$ cat src/rtl/switch_output_arbiter.sv
// switch_output_arbiter
//   Per-output-port switch arbiter sitting directly upstream of one router
//   output unit. Picks one of N_IN input units round-robin when a head flit
//   targets this output, then holds that input for the whole packet
//   (wormhole lock, HEAD..TAIL). Each flit is offered to the output unit
//   over a req/ack handshake, and the source buffer is popped on ack.
//
//   Flit type lives in bits [FLIT_W-1:FLIT_W-2]:
//     01 HEAD, 00 BODY, 10 TAIL, 11 HEAD_TAIL
//   so bit FLIT_W-2 marks "starts a packet" and bit FLIT_W-1 marks "ends a packet".
//
// Ports
//   clk           clock, rising edge
//   reset_n       asynchronous active-low reset
//   i_req         per input: a valid flit routed to this output is waiting
//   i_flit        flit of input i at [i*FLIT_W +: FLIT_W]
//   o_pop         one-hot, single cycle: input i's flit was consumed
//   o_switch_req  o_flit is valid and requests traversal
//   o_flit        flit offered to the output unit
//   i_switch_ack  output unit accepted o_flit
//   o_locked      output is owned by a packet
//   o_owner       index of the owning input (meaningful while o_locked)
//   o_proto_err   sticky protocol error, cleared only by reset
//
// State      | meaning
// -----------+----------------------------------------------------------
// IDLE       | no owner; arbitrate among head flits each cycle
// REQ        | flit held in o_flit, o_switch_req high, waiting for ack
// WAIT_NEXT  | packet still open; waiting for owner's next flit

module switch_output_arbiter #(
  parameter int N_IN   = 5,
  parameter int FLIT_W = 32
) (
  input  logic                     clk,
  input  logic                     reset_n,
  input  logic [N_IN-1:0]          i_req,
  input  logic [N_IN*FLIT_W-1:0]   i_flit,
  output logic [N_IN-1:0]          o_pop,
  output logic                     o_switch_req,
  output logic [FLIT_W-1:0]        o_flit,
  input  logic                     i_switch_ack,
  output logic                     o_locked,
  output logic [$clog2(N_IN)-1:0]  o_owner,
  output logic                     o_proto_err
);

  localparam int OW = $clog2(N_IN);

  typedef enum logic [1:0] {
    IDLE      = 2'd0,
    REQ       = 2'd1,
    WAIT_NEXT = 2'd2
  } state_t;

  state_t              state_q, state_d;
  logic [OW-1:0]       ptr_q, ptr_d;
  logic [OW-1:0]       owner_q, owner_d;
  logic [FLIT_W-1:0]   flit_q, flit_d;
  logic                err_q, err_d;

  logic [N_IN-1:0]     is_head;
  logic [N_IN-1:0]     cand;
  logic                win_vld;
  logic [OW-1:0]       win_idx;
  logic [FLIT_W-1:0]   win_flit;
  logic [FLIT_W-1:0]   own_flit;
  logic                own_req;
  logic                own_head;

  always_comb begin
    is_head = '0;
    for (int i = 0; i < N_IN; i++) begin
      is_head[i] = i_flit[i*FLIT_W + FLIT_W - 2];
    end
  end

  assign cand = i_req & is_head;

  // Scan ptr+1, ptr+2, ... so the last packet's owner gets lowest priority.
  always_comb begin
    int idx;
    idx     = 0;
    win_vld = 1'b0;
    win_idx = '0;
    for (int k = 1; k <= N_IN; k++) begin
      idx = (int'(ptr_q) + k) % N_IN;
      if (!win_vld && cand[idx]) begin
        win_vld = 1'b1;
        win_idx = OW'(idx);
      end
    end
  end

  always_comb begin
    win_flit = '0;
    own_flit = '0;
    own_req  = 1'b0;
    own_head = 1'b0;
    for (int i = 0; i < N_IN; i++) begin
      if (win_idx == OW'(i)) begin
        win_flit = i_flit[i*FLIT_W +: FLIT_W];
      end
      if (owner_q == OW'(i)) begin
        own_flit = i_flit[i*FLIT_W +: FLIT_W];
        own_req  = i_req[i];
        own_head = is_head[i];
      end
    end
  end

  // State register
  always_ff @(posedge clk or negedge reset_n) begin
    if (!reset_n) begin
      state_q <= IDLE;
    end else begin
      state_q <= state_d;
    end
  end

  // Next-state logic
  always_comb begin
    state_d = state_q;
    case (state_q)
      IDLE:      if (win_vld) state_d = REQ;
      REQ:       if (i_switch_ack) state_d = flit_q[FLIT_W-1] ? IDLE : WAIT_NEXT;
      WAIT_NEXT: if (own_req) state_d = REQ;
      default:   state_d = IDLE;
    endcase
  end

  // Datapath registers
  always_ff @(posedge clk or negedge reset_n) begin
    if (!reset_n) begin
      ptr_q   <= OW'(N_IN - 1);
      owner_q <= '0;
      flit_q  <= '0;
      err_q   <= 1'b0;
    end else begin
      ptr_q   <= ptr_d;
      owner_q <= owner_d;
      flit_q  <= flit_d;
      err_q   <= err_d;
    end
  end

  always_comb begin
    ptr_d   = ptr_q;
    owner_d = owner_q;
    flit_d  = flit_q;
    err_d   = err_q;
    case (state_q)
      IDLE: begin
        // A BODY/TAIL at the head of a queue with no open packet is a
        // protocol violation upstream; it is never granted.
        if (|(i_req & ~is_head)) err_d = 1'b1;
        if (win_vld) begin
          owner_d = win_idx;
          flit_d  = win_flit;
        end
      end
      REQ: begin
        if (i_switch_ack && flit_q[FLIT_W-1]) ptr_d = owner_q;
      end
      WAIT_NEXT: begin
        // A new head inside an open packet is flagged but still forwarded.
        if (own_req) begin
          flit_d = own_flit;
          if (own_head) err_d = 1'b1;
        end
      end
      default: ;
    endcase
  end

  // Outputs
  always_comb begin
    o_pop        = '0;
    o_switch_req = (state_q == REQ);
    o_locked     = (state_q != IDLE);
    if ((state_q == REQ) && i_switch_ack) begin
      o_pop = N_IN'(1) << owner_q;
    end
  end

  assign o_flit      = flit_q;
  assign o_owner     = owner_q;
  assign o_proto_err = err_q;

endmodule

$ cat config.mk
export PLATFORM = sky130hd
export DESIGN_NAME = switch_output_arbiter
export DESIGN_NICKNAME = d
export VERILOG_FILES = /design/src/rtl/switch_output_arbiter.sv
export SDC_FILE = /design/constraint.sdc
export NUM_CORES = 1
export LEC_CHECK = 0
export CAP_MARGIN = 10
export CORE_UTILIZATION = 51
export DETAILED_ROUTE_END_ITERATION = 8
export PLACE_DENSITY = 0.88
export SYNTH_ARGS = -nofsm -noshare
export SYNTH_HDL_FRONTEND = slang
export SYNTH_SLANG_ARGS = --single-unit
$ cat constraint.sdc
create_clock -name clk -period 14.25 [get_ports clk]
set_clock_uncertainty 0.1 [all_clocks]
set_input_delay 2.1375 -clock clk [delete_from_list [all_inputs] [get_ports clk]]
set_output_delay 2.1375 -clock clk [all_outputs]
set_load 0.05 [all_outputs]
==> report_table.html <==
<table>
<tr><th>Metric</th><th>Value</th></tr>
<tr><th colspan="2">Critical path</th></tr>
<tr><td>Crit Path Class</td><td>flop to flop</td></tr>
<tr><td>Cell depth of the worst flop-to-flop path</td><td>19</td></tr>
<tr><td>Worst reg-to-reg setup slack</td><td>6.60 ns</td></tr>
<tr><td>Reg2reg start</td><td>ptr_q[0]</td></tr>
<tr><td>Category of the worst setup path launch point</td><td>flop</td></tr>
<tr><td>Critical R2R Capture</td><td>o_flit[10]</td></tr>
<tr><td>Peak fanout along the critical path</td><td>63</td></tr>
<tr><td>Critical Path End Type</td><td>flop</td></tr>
<tr><td>Critical path data arrival time</td><td>7.73 ns</td></tr>
<tr><td>Required arrival time at the worst endpoint</td><td>14.33 ns</td></tr>
<tr><th colspan="2">Layout</th></tr>
<tr><td>Fraction of final layout cells with drive strength greater than 1</td><td>9.91%</td></tr>
<tr><td>Antenna Diode Count</td><td>0</td></tr>
<tr><td>Synth-to-layout area growth</td><td>36.4%</td></tr>
<tr><td>Most common cell after layout, fill and taps aside</td><td>clkdlybuf4s50_1</td></tr>
<tr><td>Leading cell types in the layout, fill and taps excluded</td><td>clkdlybuf4s50_1, a211oi_1, inv_1</td></tr>
<tr><td>Nets</td><td>1096</td></tr>
<tr><th colspan="2">Timing</th></tr>
<tr><td>RSZ-0062 raised after global routing</td><td>false</td></tr>
<tr><td>Accumulated negative setup slack</td><td>0 ns</td></tr>
<tr><td>Headroom to the max-slew limit</td><td>18.4%</td></tr>
<tr><td>Slew Limit Fails</td><td>0</td></tr>
<tr><td>Final Setup Violations</td><td>0</td></tr>
<tr><td>Time the worst path needs with I/O delays and setup</td><td>7.65 ns</td></tr>
<tr><td>Upper clock frequency limit</td><td>131 MHz</td></tr>
<tr><td>Final Hold Fails</td><td>0</td></tr>
<tr><td>Slew @ Worst Pin</td><td>1.22 ns</td></tr>
<tr><td>Post-route fraction of the period consumed by the critical path</td><td>53.7%</td></tr>
<tr><th colspan="2">Clocking</th></tr>
<tr><td>Clock tree root driver cell</td><td>clkbuf_16</td></tr>
<tr><td>Count of cells resized by post-cts repair</td><td>0</td></tr>
<tr><td>Setup bufs post-CTS</td><td>0</td></tr>
<tr><td>Clk slew on worst S/H paths</td><td>0.06 ns</td></tr>
<tr><td>Clock insertion delay at the later pin of the skew report</td><td>0.29 ns</td></tr>
<tr><td>CTS tree</td><td>built</td></tr>
<tr><td>CTS sink cnt</td><td>41</td></tr>
<tr><td>Total of hold buffers inserted after clock tree synthesis</td><td>0</td></tr>
<tr><td>Total CTS buffers</td><td>5</td></tr>
<tr><td>Htree depth</td><td>2</td></tr>
<tr><td>Buffer depth of the longest clock path</td><td>2</td></tr>
<tr><th colspan="2">Place</th></tr>
<tr><td>Count of buffers from port buffering</td><td>210</td></tr>
<tr><td>Final Wtd Congestion</td><td>0.951</td></tr>
<tr><td>Half-perimeter wire length after placement</td><td>17000 µm</td></tr>
<tr><th colspan="2">Global route</th></tr>
<tr><td>Number of antenna violations at the first check in global routing</td><td>0</td></tr>
<tr><td>Total routing resource utilization after global routing</td><td>37.8%</td></tr>
<tr><td>Pin count of the biggest net entering global routing</td><td>64</td></tr>
<tr><td>Remaining Overflow, GRT</td><td>0</td></tr>
<tr><td>Wire length of the first global-routing pass</td><td>38900 µm</td></tr>
<tr><td>Number of global-route vias before repair</td><td>7788</td></tr>
<tr><th colspan="2">Synth</th></tr>
<tr><td>Total of warnings raised by yosys</td><td>0</td></tr>
<tr><td>Sequential element share of the synthesized area</td><td>16.2%</td></tr>
<tr><td>Syn_nets</td><td>944</td></tr>
<tr><td>Share of synthesized registers carrying an async set or reset</td><td>100%</td></tr>
<tr><td>Area share of the largest cell type after synthesis</td><td>15.7%</td></tr>
<tr><td>Area of the mapped netlist</td><td>6360 µm²</td></tr>
<tr><td>Cell types occupying the most area after synthesis</td><td>dfrtp_1, mux4_2, a211oi_1</td></tr>
<tr><td>Flip-flop and latch count after synthesis</td><td>41</td></tr>
<tr><td>Dominant cell type by area after synthesis</td><td>dfrtp_1</td></tr>
<tr><td>Count of flip-flops with a built-in enable after synthesis</td><td>0</td></tr>
<tr><td>Gate count after technology mapping</td><td>755</td></tr>
<tr><td>Cell variety after synth</td><td>76</td></tr>
<tr><td>Avg Inst Size Synth</td><td>8.42 µm²</td></tr>
<tr><td>Most used DFF post-synth</td><td>dfrtp_1</td></tr>
<tr><th colspan="2">Drt</th></tr>
<tr><td>Detail-routed net length per standard cell</td><td>22.9 µm</td></tr>
<tr><td>Remaining antenna violation count after routing</td><td>0</td></tr>
<tr><td>Vias/cell</td><td>7.20</td></tr>
<tr><td>Starting DRT DRC Count</td><td>914</td></tr>
<tr><td>Wire length after detailed routing</td><td>24600 µm</td></tr>
<tr><td>Total vias in the final route</td><td>7749</td></tr>
<tr><td>DRC violation count after routing</td><td>0</td></tr>
<tr><td>Number of detailed-route iterations in the first pass</td><td>7</td></tr>
<tr><th colspan="2">Die</th></tr>
<tr><td>Horizontal die dimension</td><td>114 µm</td></tr>
<tr><td>I/O pins</td><td>211</td></tr>
<tr><td>Effective utilization at floorplan</td><td>52.7%</td></tr>
<tr><td>Vert. Die Dim</td><td>114 µm</td></tr>
<tr><td>Area enclosed by the die boundary</td><td>12900 µm²</td></tr>
<tr><td>Area of the placeable core</td><td>12100 µm²</td></tr>
<tr><td>Std-Cell Rows</td><td>40</td></tr>
<tr><th colspan="2">Min path</th></tr>
<tr><td>Type of the most critical hold path</td><td>flop to flop</td></tr>
<tr><td>Worst hold path endpoint</td><td>o_proto_err</td></tr>
<tr><td>Hold depth</td><td>1</td></tr>
<tr><td>Critical hold path startpoint</td><td>o_proto_err</td></tr>
<tr><th colspan="2">Status</th></tr>
<tr><td>Run status</td><td>finished, final reports clean</td></tr>
<tr><th colspan="2">Job</th></tr>
<tr><td>Max Cap Viol</td><td>0</td></tr>
</table>
==> flip-flops by register name (all words and copies together) (netlist names) <==
signal and count:
o_owner 3, o_proto_err 1, ptr_q 3, state_q 2, o_flit 32
==> worst max-delay path by stage <==
stage / start / end / slack, ns / cells after the start
5_1_grt: ptr_q[0] / o_flit[15] / 6.12 / 19
3_5_place_dp: ptr_q[0] / o_flit[10] / 6.79 / 19
3_3_place_gp: ptr_q[0] / o_flit[17] / 7.12 / 19
2_1_floorplan: i_switch_ack / o_pop[2] / 8.11 / 2
4_1_cts: ptr_q[0] / o_flit[10] / 6.79 / 19
6_report: ptr_q[0] / o_flit[10] / 6.60 / 19
==> critical path, stage by stage (launching register included) <==
cell and delay [ns]:
dfrtp_1 0.32, buf_4 0.36, inv_1 0.36, ha_1 0.90, ha_1 0.33, nor2_1 0.09
a211o_1 0.35, and2_1 0.21, ha_1 0.23, nor2b_1 0.15, a2111o_1 0.40, nand3_1 0.21
mux2_2 0.38, o22ai_2 0.29, nand4b_1 0.20, a311oi_4 0.32, buf_4 0.59, a21o_2 1.03
a2111oi_0 0.30, o31ai_1 0.30
==> cells in the mapped netlist (5+ instances only) <==
library cell and instances:
a2111oi_0 34, a211oi_1 99, a21o_1 6, a21oi_1 19, a22o_1 32, a32oi_1 31
and2_1 8, buf_1 6, buf_2 11, buf_4 6, clkbuf_1 56, dfrtp_1 40
ha_1 21, inv_1 80, mux2_2 6, mux2i_1 8, mux4_2 36, nand2_1 21
nand2b_1 10, nand3_1 12, nor2_1 12, nor2b_1 6, nor3_1 10, o211a_1 6
o211ai_1 8, o21ai_0 51, o31ai_1 32, xnor2_1 5
==> final cells by class <==
class	instances	area, µm²
Inverter	84	315
Multi-Input combinational cell	551	4730
Clock inverter	3	65.1
Tap cell	168	210
Timing Repair Buffer	224	2200
Clock buffer	5	125
Fill cell	934	3390
Sequential cell	41	1030
==> through the flow <==
step                      instance area (µm²)  std cells  util [%]  hold slack [ns]  setup slack (ns)
after floorplan                          6360        755         -            0.589              8.11
after global placement                   8480       1068      70.3            0.352              7.12
after detailed placement                 8480       1068      70.3            0.373              6.79
after CTS                                8670       1076      71.9            0.387              6.79
after global routing                     8670       1076      71.9            0.396              6.12
final                                    8670       1076      71.9            0.384              6.60
==> logic make-up after synthesis <==
logic type               share of synthesized area (%)
flip-flops                                        16.2
adder cells (fa/ha/maj)                           4.29
buffers and inverters                             10.2
AND/OR/NAND/NOR                                   9.21
multiplexers                                      15.4
AO/OA/AOI/OAI                                     43.4
XOR/XNOR                                          1.34
==> per-layer routing <==
metal / vias up / share of wire, % / track usage, %
met5: - / 0 / 0
met2: 547 / 50 / 65.9
met3: 122 / 9.3 / 5.31
li1: 3364 / - / -
met4: 0 / 4.5 / 19.5
met1: 3716 / 37 / 45.3
Power is not shown: default switching activity piles up to over one toggle a cycle in this logic, so the estimate is an artifact.
